File: src/rtl/loopback_ctrl.sv
// Loopback test sequencer: resets the checker, waits for a stable latency,
// runs a bounded-length bit test and reports pass/fail and the error count.
module loopback_ctrl #(
    parameter int unsigned n_addr        = 8,
    parameter int unsigned RESET_CYCLES  = 16,
    parameter int unsigned LOCK_CYCLES   = 32,
    parameter int unsigned ALIGN_TIMEOUT = 4096
) (
    input  logic              clk,
    input  logic              rst,
    input  logic              start,
    input  logic              abort,
    input  logic [63:0]       test_len,
    input  logic [63:0]       max_err,
    input  logic [63:0]       correct_bits,
    input  logic [63:0]       total_bits,
    input  logic [n_addr-1:0] latency,
    output logic [1:0]        mode,
    output logic              busy,
    output logic              done,
    output logic              pass,
    output logic              timeout,
    output logic [63:0]       err_bits,
    output logic [n_addr-1:0] lock_latency
);

    localparam int unsigned CNT_MAX_V = (ALIGN_TIMEOUT > RESET_CYCLES) ? ALIGN_TIMEOUT : RESET_CYCLES;
    localparam int unsigned CNT_W     = $clog2(CNT_MAX_V + 1);
    localparam int unsigned STAB_W    = $clog2(LOCK_CYCLES + 1);

    localparam logic [1:0] MODE_RESET = 2'b00;
    localparam logic [1:0] MODE_ALIGN = 2'b01;
    localparam logic [1:0] MODE_TEST  = 2'b10;

    typedef enum logic [2:0] {
        S_IDLE,
        S_RST,
        S_ALIGN,
        S_TEST,
        S_FINISH
    } state_t;

    state_t              state_q, state_d;
    logic [CNT_W-1:0]    cnt_q, cnt_d;
    logic [STAB_W-1:0]   stab_q, stab_d;
    logic [n_addr-1:0]   prev_lat_q;
    logic [63:0]         test_len_q, test_len_d;
    logic [63:0]         max_err_q, max_err_d;
    logic                pass_d, timeout_d, busy_d, done_d;
    logic [63:0]         err_bits_d;
    logic [n_addr-1:0]   lock_latency_d;
    logic [1:0]          mode_d;
    logic [63:0]         diff_c;

    assign diff_c = total_bits - correct_bits;

    // Next-state and next-output logic.
    always_comb begin
        state_d        = state_q;
        cnt_d          = cnt_q;
        stab_d         = stab_q;
        test_len_d     = test_len_q;
        max_err_d      = max_err_q;
        pass_d         = pass;
        timeout_d      = timeout;
        err_bits_d     = err_bits;
        lock_latency_d = lock_latency;

        case (state_q)
            S_IDLE: begin
                if (start && !abort) begin
                    test_len_d = test_len;
                    max_err_d  = max_err;
                    pass_d     = 1'b0;
                    timeout_d  = 1'b0;
                    err_bits_d = 64'd0;
                    cnt_d      = '0;
                    state_d    = S_RST;
                end
            end
            S_RST: begin
                if (abort) begin
                    pass_d  = 1'b0;
                    state_d = S_IDLE;
                end else if (cnt_q == CNT_W'(RESET_CYCLES - 1)) begin
                    cnt_d   = '0;
                    stab_d  = '0;
                    state_d = S_ALIGN;
                end else if (cnt_q != CNT_W'(CNT_MAX_V)) begin
                    cnt_d = cnt_q + CNT_W'(1);
                end
            end
            S_ALIGN: begin
                if (cnt_q != CNT_W'(CNT_MAX_V)) begin
                    cnt_d = cnt_q + CNT_W'(1);
                end
                if (latency != prev_lat_q) begin
                    stab_d = '0;
                end else if (stab_q != STAB_W'(LOCK_CYCLES)) begin
                    stab_d = stab_q + STAB_W'(1);
                end
                // Priority: abort, then lock, then timeout.
                if (abort) begin
                    pass_d  = 1'b0;
                    state_d = S_IDLE;
                end else if (stab_q == STAB_W'(LOCK_CYCLES - 1)) begin
                    lock_latency_d = latency;
                    state_d        = S_TEST;
                end else if (cnt_q == CNT_W'(ALIGN_TIMEOUT - 1)) begin
                    timeout_d = 1'b1;
                    pass_d    = 1'b0;
                    state_d   = S_FINISH;
                end
            end
            S_TEST: begin
                if (abort) begin
                    pass_d  = 1'b0;
                    state_d = S_IDLE;
                end else if (total_bits >= test_len_q) begin
                    err_bits_d = diff_c;
                    pass_d     = (diff_c <= max_err_q);
                    state_d    = S_FINISH;
                end
            end
            S_FINISH: begin
                state_d = S_IDLE;
            end
            default: begin
                state_d = S_IDLE;
            end
        endcase

        case (state_d)
            S_ALIGN: mode_d = MODE_ALIGN;
            S_TEST:  mode_d = MODE_TEST;
            default: mode_d = MODE_RESET;
        endcase
        busy_d = (state_d != S_IDLE);
        done_d = (state_d == S_FINISH);
    end

    // State, counters and registered outputs.
    always_ff @(posedge clk) begin
        if (rst) begin
            state_q      <= S_IDLE;
            cnt_q        <= '0;
            stab_q       <= '0;
            prev_lat_q   <= '0;
            test_len_q   <= 64'd0;
            max_err_q    <= 64'd0;
            mode         <= MODE_RESET;
            busy         <= 1'b0;
            done         <= 1'b0;
            pass         <= 1'b0;
            timeout      <= 1'b0;
            err_bits     <= 64'd0;
            lock_latency <= '0;
        end else begin
            state_q      <= state_d;
            cnt_q        <= cnt_d;
            stab_q       <= stab_d;
            prev_lat_q   <= latency;
            test_len_q   <= test_len_d;
            max_err_q    <= max_err_d;
            mode         <= mode_d;
            busy         <= busy_d;
            done         <= done_d;
            pass         <= pass_d;
            timeout      <= timeout_d;
            err_bits     <= err_bits_d;
            lock_latency <= lock_latency_d;
        end
    end

endmodule

File: config.mk
export PLATFORM = sky130hd
export DESIGN_NAME = loopback_ctrl
export DESIGN_NICKNAME = d
export VERILOG_FILES = /design/src/rtl/loopback_ctrl.sv
export SDC_FILE = /design/constraint.sdc
export NUM_CORES = 1
export LEC_CHECK = 0
export CAP_MARGIN = 0
export CORE_UTILIZATION = 35
export DETAILED_ROUTE_END_ITERATION = 7
export GPL_TIMING_DRIVEN = 0
export SYNTH_ARGS = -nofsm -noshare
export SYNTH_HDL_FRONTEND = slang
export SYNTH_SLANG_ARGS = --single-unit
File: constraint.sdc
create_clock -name clk -period 6.2 [get_ports clk]
set_input_delay 1.24 -clock clk [delete_from_list [all_inputs] [get_ports clk]]
set_output_delay 1.24 -clock clk [all_outputs]
set_load 0.005 [all_outputs]
Yosys cells after proc, flatten, opt, wreduce, memory -nomap -nowiden
Cells that the tools add are included.

$add $sub $neg: 3. Magnitude comparators: 2. Eq/ne operators: 25. Multiplexer cells: 36. Bitwise operators: 1. Reductions and logical operators: 16.

Operators with widths (count): two-way mux 64 bit (3); one-hot mux 64 bit (2 select lines) (1); greater-or-equal comparator 64 bit (1); less-or-equal comparator 64 bit (1); subtractor 64 bit (1); two-way mux 13 bit (4); one-hot mux 13 bit (3 select lines) (1); two-way mux 3 bit (8); two-way mux 6 bit (4); != test 2 bit, second input constant (9); adder 13 x 1 -> 13 bit, second input constant (1); equality test 13 x 12 -> 1 bit, second input constant (1); equality test 13 x 4 -> 1 bit, second input constant (1); != test 13 bit, second input constant (1); equality test 3 x 2 -> 1 bit, second input constant (4); != test 3 bit, second input constant (4); one-hot mux 3 bit (4 select lines) (1); one-hot mux 6 bit (2 select lines) (1); two-way mux 1 bit (10); != test 8 bit (1); AND reduction 4 bit (2); adder 6 x 1 -> 6 bit, second input constant (1); equality test 6 x 5 -> 1 bit, second input constant (1); != test 6 bit, second input constant (1); 16 further kinds (20).

Bits in registers: 236. Input port bits: 268. Output and inout bits: 78. Word-level logic and storage cells: 96.

Logic depth before layout (Yosys ltp)
Gate-level depths: netlist (run 1).

Word-level depth: 7. Mapped depth: 26.

Worst setup path after synthesis (run 1)
Ideal clock, no wire load.

Kind: input to register. Start point: input port total_bits[0]. End point: register pass. Arrival time: 5.018 ns. Data required time: 6.083 ns. Path slack: 1.065 ns. Stages on the path: 22. Path buffers: 0. Path through: inv_1 ha_1 inv_1 fa_1 a211oi_1 o21ba_1 o21ai_1 o21ai_1 o21ai_2 o21ai_2 o21ai_2 or2_1 a31oi_4 o21ai_1 xor2_1 ha_1 nand4_1 nor4_1 nand3_1 o21ai_0 o31ai_1 a32o_1.

Word-level cells in the longest chain between the ends: 5. Elaborated cells between the ends (all ways): 8. Classes of those cells: 1 x add/sub; 2 x order compare; 1 x eq/ne; 3 x mux; 1 x reduce/logical.

RTL lines: start, declared (RTL line 16) `input logic [63:0] total_bits,`; subtractor 64 bit (RTL line 55) `assign diff_c = total_bits - correct_bits;`; less-or-equal comparator 64 bit (RTL line 121) `pass_d = (diff_c <= max_err_q);`; two-way mux 1 bit (RTL line 119) `end else if (total_bits >= test_len_q) begin`; two-way mux 1 bit (RTL line 116) `if (abort) begin`; one-hot mux 1 bit (4 select lines) (RTL line 69) `case (state_q)`; end signal, assigned (RTL line 168) `pass <= pass_d;`; end, declared (RTL line 21) `output logic pass,`.

Several ways; a longest one is shown, not always the timed one. The select of a mux whose other input is x is not followed. A chain may end at the register's enable or synchronous reset.

Worst setup path after layout (run 1)
Ends and elaborated chain as after synthesis.

==> flow_summary.json, run 1 <==
{
  "arrival_ns": 6.46,
  "path_class": "in2reg",
  "synth_top_area_cell": "dfxtp_1",
  "p_per_area_nw_per_um2": 214,
  "timing.final.ws_setup_ns": 0.237,
  "grt_max_degree": 15,
  "finalCritPeriodShare_pct": 96.2,
  "io_pins": 346,
  "grt_util_all_layers_pct": 23.2,
  "wl_per_cell_um": 17.5,
  "yosysUniqueCellTypes": 77,
  "cts_tree": "yes",
  "synth.area.top_cells": "dfxtp_1 30%, ha_1 16%, nand2_1 9.5%",
  "synth.ff_latch_count": 236,
  "nets": 2922,
  "area_delta_synth_final_pct": 33.0,
  "async_reset_ff_share_pct": 0,
  "wirelength_mm": 53.9,
  "status": "completed",
  "gp_congestion": 0.935,
  "drtIter0Drc": 827,
  "synth.cells.most_frequent": "395 x nand2_1, 287 x a21oi_1, 236 x dfxtp_1",
  "setup_viol_count_final": 0,
  "drive_above_1_share_pct": 3.79,
  "cp-end-kind": "flop",
  "min_period_ns": 5.96,
  "syn_inst": 2078,
  "min_path_type": "reg2reg",
  "syn_nets": 2542,
  "die_h_um": 214,
  "grt_remaining_overflow": 0,
  "grt_pass1_wl_mm": 81.6,
  "max_slew_margin_pct": 11.0,
  "die-area_um2": 45600,
  "via_per_inst": 5.05,
  "syn_area_um2": 15700,
  "core-area_um2": 44200,
  "start_util_pct": 35.4,
  "rows": 77,
  "postLayoutCellArea_um2": 20800,
  "worst_pin_slew_ns": 1.33,
  "synth_seq_area_share_pct": 30.2,
  "cts.clk_slew.worst_paths_ns": 0.06,
  "cp-start-kind": "primary input",
  "fin_setup_tns_ns": 0,
  "drtAntennaViolNets": 0,
  "critPathMaxFanout": 6,
  "dp_hpwl_mm": 44.8,
  "postCtsHoldBufs": 0,
  "place_area_um2": 19900,
  "synth_top_cell_area_share_pct": 30.2,
  "cts-root-buf": "clkbuf_16",
  "antenna_found_initial": 8,
  "avgSynthCellArea_um2": 7.54,
  "crit_required_ns": 6.70,
  "die_x_um": 214,
  "fin_skew_ns": 0.0183,
  "dr.pass1.iters": 5,
  "ys.flop_type": "dfxtp_1",
  "p_leak_nw": 8.21,
  "drv_cap": 0,
  "via_count": 15521,
  "hold_viol": 0,
  "grt_pass1_vias": 15160,
  "cts_num_sinks": 236,
  "n_fill_cell": 4425,
  "dp_worst_setup_slack_ns": -0.702,
  "portBuffers": 343,
  "ctsLongestPathBuffers": 3,
  "ys_warn_count": 0,
  "cts_buffers": 29,
  "drc": 0,
  "fmax_mhz": 168,
  "htreeDepth": 1,
  "maxSlewViolCount": 0,
  "synth_edf_count": 0,
  "synth.most_common_cell": "nand2_1",
  "vdd_drop_max_mv": 0.210,
  "clk_latency_ns": 0.57
}
critical path: stages:
cell	delay, ns
clkdlybuf4s50_1	0.40
inv_1	0.09
ha_1	0.17
inv_1	0.06
fa_2	0.37
a211oi_2	0.32
o21ba_2	0.22
o21ai_1	0.10
o21ai_2	0.27
o21ai_2	0.13
o21ai_2	0.20
o21ai_2	0.15
or2_1	0.28
a31oi_4	0.33
o21ai_1	0.15
xnor2_1	0.25
ha_1	0.29
a21oi_1	0.15
nor2b_1	0.06
o21ai_0	0.15
nand2b_1	0.07
a21oi_1	0.18
o21ai_1	0.12
a21oi_1	0.22
o21ai_0	0.16
o31ai_2	0.12
a32o_1	0.17
repair_timing:
action,CTS,global route
buffers inserted,0,5
endpoints found under the setup margin,1,1
gates resized for setup,4,6
pin swaps,0,9
layout make-up:
type                    count  area (um2)  share of cell area, %
multi-input cells        1536        9810                   47.1
flip-flops and latches    236        4720                   22.7
repair buffers            349        3490                   16.7
clock buffers              45         856                   4.11
inverters                 216         811                   3.89
well taps                 592         741                   3.56
plain buffers              90         354                   1.70
clock inverters             6        33.8                  0.162
diodes                      4        10.0                 0.0481
power by group:
group          total (mW)  internal (mW)  switching, mW
clock                1.60          0.938          0.667
combinational        1.27          0.554          0.712
sequential           1.58           1.56         0.0208
total                4.45           3.05           1.40
placed cells by master (no fill, tap or decap), types with 13 or more instances in the layout:
cell             Yosys  routed
nand3_1             68      68
inv_1              216     216
o21ai_0             50      49
o21bai_1            18      17
nand2_1            395     395
clkbuf_1            74      83
nor2b_1             18      18
nor3_1              20      20
o21ai_1             24      23
a211oi_1            14      13
a21o_1              67      67
nor2_1              87      87
clkdlybuf4s50_1      0     343
clkbuf_16            0      29
dfxtp_1            236     236
nand4_1             40      40
a21oi_1            287     287
a22o_1              16      16
xor2_1              27      27
ha_1               195     195
xnor2_1             53      52
and3_1              13      13
cell families after synthesis:
kind of cell    Yosys count  synth area share [%]
simple gates            697                  19.8
compound gates          552                  21.7
buf+inv                 306                  7.44
flops                   236                  30.2
fa+ha+maj               196                  15.7
xor+xnor                 80                  4.47
mux                      11                 0.711
registers in the layout, indices dropped and copies added (netlist names), 2 cells and up:
register and cells:
err_bits 64, state_q 3, cnt_q 13, test_len_q 64
stab_q 6, max_err_q 64, mode 2, prev_lat_q 8
lock_latency 8
through the flow:
stage	power (mW)	cells	util, %	hold slack [ns]
final	4.45	3074	47.1	0.448
after global routing	4.70	3073	47.1	0.464
after CTS	4.48	3065	47.0	0.452
after detailed placement	2.86	3014	44.9	0.445
after global placement	2.84	3013	44.9	0.441
after floorplan	2.37	2078	-	0.436
routing by layer:
layer / global-route usage, % / part of all wire, % / routed length (um)
met1: 30.7 / 46 / 25000
met2: 39.1 / 46 / 24900
met3: 3.72 / 5.6 / 3010
met5: 0 / 0.085 / 46
met4: 5.44 / 1.8 / 947
path summary, 6_finish.rpt:
kind	slack, ns	startpoint	endpoint	cells after the start
setup / recovery	0.24	total_bits[0]	pass	27
hold / removal	0.45	err_bits[31]	err_bits[31]	2
setup reg to reg	1.24	test_len_q[53]	err_bits[57]	13
hold reg to reg	0.45	err_bits[31]	err_bits[31]	2
Power figures use the tool's default switching activity.
==> run 2: changes to the inputs <==
--- a/config.mk
+++ b/config.mk
@@ -6,9 +6,12 @@
 export NUM_CORES = 1
 export LEC_CHECK = 0
 export CAP_MARGIN = 0
+export CELL_PAD_IN_SITES_DETAIL_PLACEMENT = 0
+export CELL_PAD_IN_SITES_GLOBAL_PLACEMENT = 1
 export CORE_UTILIZATION = 35
 export DETAILED_ROUTE_END_ITERATION = 7
 export GPL_TIMING_DRIVEN = 0
+export PLACE_DENSITY_LB_ADDON = 0.1
 export SYNTH_ARGS = -nofsm -noshare
 export SYNTH_HDL_FRONTEND = slang
 export SYNTH_SLANG_ARGS = --single-unit
==> flow_summary.json, run 2 (same netlist as run 1, synthesis figures left out) <==
{
  "core-area_um2": 44200,
  "top_regs": "err_bits x64, max_err_q x64, test_len_q x64",
  "postLayoutCellArea_um2": 21000,
  "path_class": "in2reg",
  "cts_tree": "yes",
  "ctsLongestPathBuffers": 3,
  "htreeDepth": 1,
  "wl_per_cell_um": 17.7,
  "maxSlewViolCount": 0,
  "die-area_um2": 45600,
  "switching_share_pct": 31.6,
  "drtAntennaViolNets": 0,
  "grt_pass1_vias": 14938,
  "slowest_stage": "nor4_1",
  "max_stage_delay_ns": 0.55,
  "antenna_found_initial": 12,
  "dp_hpwl_mm": 45.1,
  "drv_cap": 0,
  "cts_num_sinks": 236,
  "timing.final.ws_setup_ns": 0.218,
  "die_h_um": 214,
  "min_period_ns": 5.98,
  "crit_required_ns": 6.72,
  "via_per_inst": 4.97,
  "finalCritPeriodShare_pct": 96.5,
  "portBuffers": 343,
  "drc": 0,
  "power_frac_seq_pct": 34.0,
  "clkPwrFrac_pct": 38.7,
  "gp_congestion": 0.914,
  "arrival_ns": 6.51,
  "min_path_type": "reg2reg",
  "start_util_pct": 35.4,
  "mostFrequentLayoutCells": "395 x nand2_1, 343 x clkdlybuf4s50_1, 286 x a21oi_1",
  "switchingPower_mw": 1.47,
  "postCtsHoldBufs": 0,
  "worst_pin_slew_ns": 1.28,
  "grt_util_all_layers_pct": 23.4,
  "nets": 2919,
  "cts.clk_slew.worst_paths_ns": 0.06,
  "cts_buffers": 29,
  "rows": 77,
  "p_per_area_nw_per_um2": 221,
  "dp_worst_setup_slack_ns": -0.739,
  "io_pins": 346,
  "dr.pass1.iters": 5,
  "vdd_drop_max_mv": 0.155,
  "whs_ns": 0.448,
  "grt_pass1_wl_mm": 81.8,
  "intPower_mw": 3.17,
  "wirelength_mm": 54.5,
  "via_count": 15295,
  "hold_viol": 0,
  "p_leak_nw": 8.27,
  "max_slew_margin_pct": 14.5,
  "path_cells": "clkdlybuf4s50_1 -> inv_1 -> ha_1 -> buf_2 -> nand4_1 -> nor4_1 -> o211ai_1 -> nand2_1 -> and3b_1 -> o21ai_2 -> a21oi_2 -> o31ai_1 -> xor2_1 -> ha_1 -> a21o_1 -> a21o_1 -> a21oi_1 -> o21ai_0 -> a221oi_1 -> o21ai_0 -> a21oi_1 -> o21ai_1 -> o31ai_2 -> a32o_1",
  "critPathMaxFanout": 7,
  "grt_max_degree": 16,
  "setup_viol_count_final": 0,
  "clk_latency_ns": 0.59,
  "grt_remaining_overflow": 0,
  "die_x_um": 214,
  "comb_power_share_pct": 27.3,
  "final_common_cell": "nand2_1",
  "area_delta_synth_final_pct": 33.8,
  "n_fill_cell": 4484,
  "drtIter0Drc": 821,
  "place_area_um2": 19900,
  "cts-root-buf": "clkbuf_16",
  "fin_skew_ns": 0.0148,
  "fmax_mhz": 167,
  "drive_above_1_share_pct": 4.08,
  "cp-start-kind": "primary input",
  "status": "completed",
  "cp-end-kind": "flop"
}
[run 2: power by group through the flow]
| stage | Combinational (mW) | Sequential, mW | Clock [mW] |
|---|---|---|---|
| after detailed placement | 1.25 | 1.61 | 0 |
| after floorplan | 0.763 | 1.61 | 0 |
| final | 1.27 | 1.58 | 1.79 |
| after global routing | 1.42 | 1.58 | 1.89 |
| after CTS | 1.26 | 1.58 | 1.84 |
| after global placement | 1.23 | 1.61 | 0 |
[run 2: layout make-up]
type / instances / area [um2] / share of cell area, %
Multi-Input combinational cell: 1536 / 9840 / 47.0
Inverter: 216 / 811 / 3.87
Sequential cell: 236 / 4720 / 22.5
Timing Repair Buffer: 346 / 3460 / 16.5
Clock inverter: 16 / 191 / 0.913
Antenna cell: 7 / 17.5 / 0.0835
Tap cell: 592 / 741 / 3.53
Clock buffer: 38 / 820 / 3.91
Buffer: 90 / 354 / 1.69
[run 2: stage by stage]
step	TNS [ns]	util [%]	cells	power [mW]
finish	0	47.4	3077	4.64
global route	-0.00389	47.4	3072	4.89
CTS	0	47.2	3068	4.68
detailed placement	-2.77	44.9	3014	2.86
global placement	-3.03	44.9	3013	2.84
floorplan	0	-	2078	2.37
[run 2: worst max-delay path: cells and delay by family]
kind	cells	cell delay (ns)
XOR/XNOR	1	0.18
buffers and inverters	3	0.74
adder cells (fa/ha/maj)	2	0.47
AO/OA/AOI/OAI	14	2.68
AND/OR/NAND/NOR	4	1.17
[run 2: final timing paths]
kind | depth (start not counted) | slack (ns) | from | endpoint
setup / recovery | 24 | 0.22 | correct_bits[21] | pass
hold / removal | 2 | 0.45 | err_bits[31] | err_bits[31]
setup reg to reg | 13 | 1.21 | test_len_q[53] | err_bits[33]
hold reg to reg | 2 | 0.45 | err_bits[31] | err_bits[31]
[run 2: layer usage]
layer / vias up / part of all wire [%] / wire length (um) / track usage (%)
met2: 341 / 44 / 24100 / 37.6
met4: 10 / 2.5 / 1360 / 6.26
met3: 68 / 6.0 / 3270 / 4.61
met1: 6990 / 47 / 25700 / 31.9
met5: - / 0.14 / 79 / 0.647
li1: 7886 / - / - / -
[run 2: what timing repair did]
item                       CTS  global route
gates cloned                 0             0
setup endpoints to repair    1             1
resized for setup            2            13
setup buffers                0             2
pin swaps                    0             7
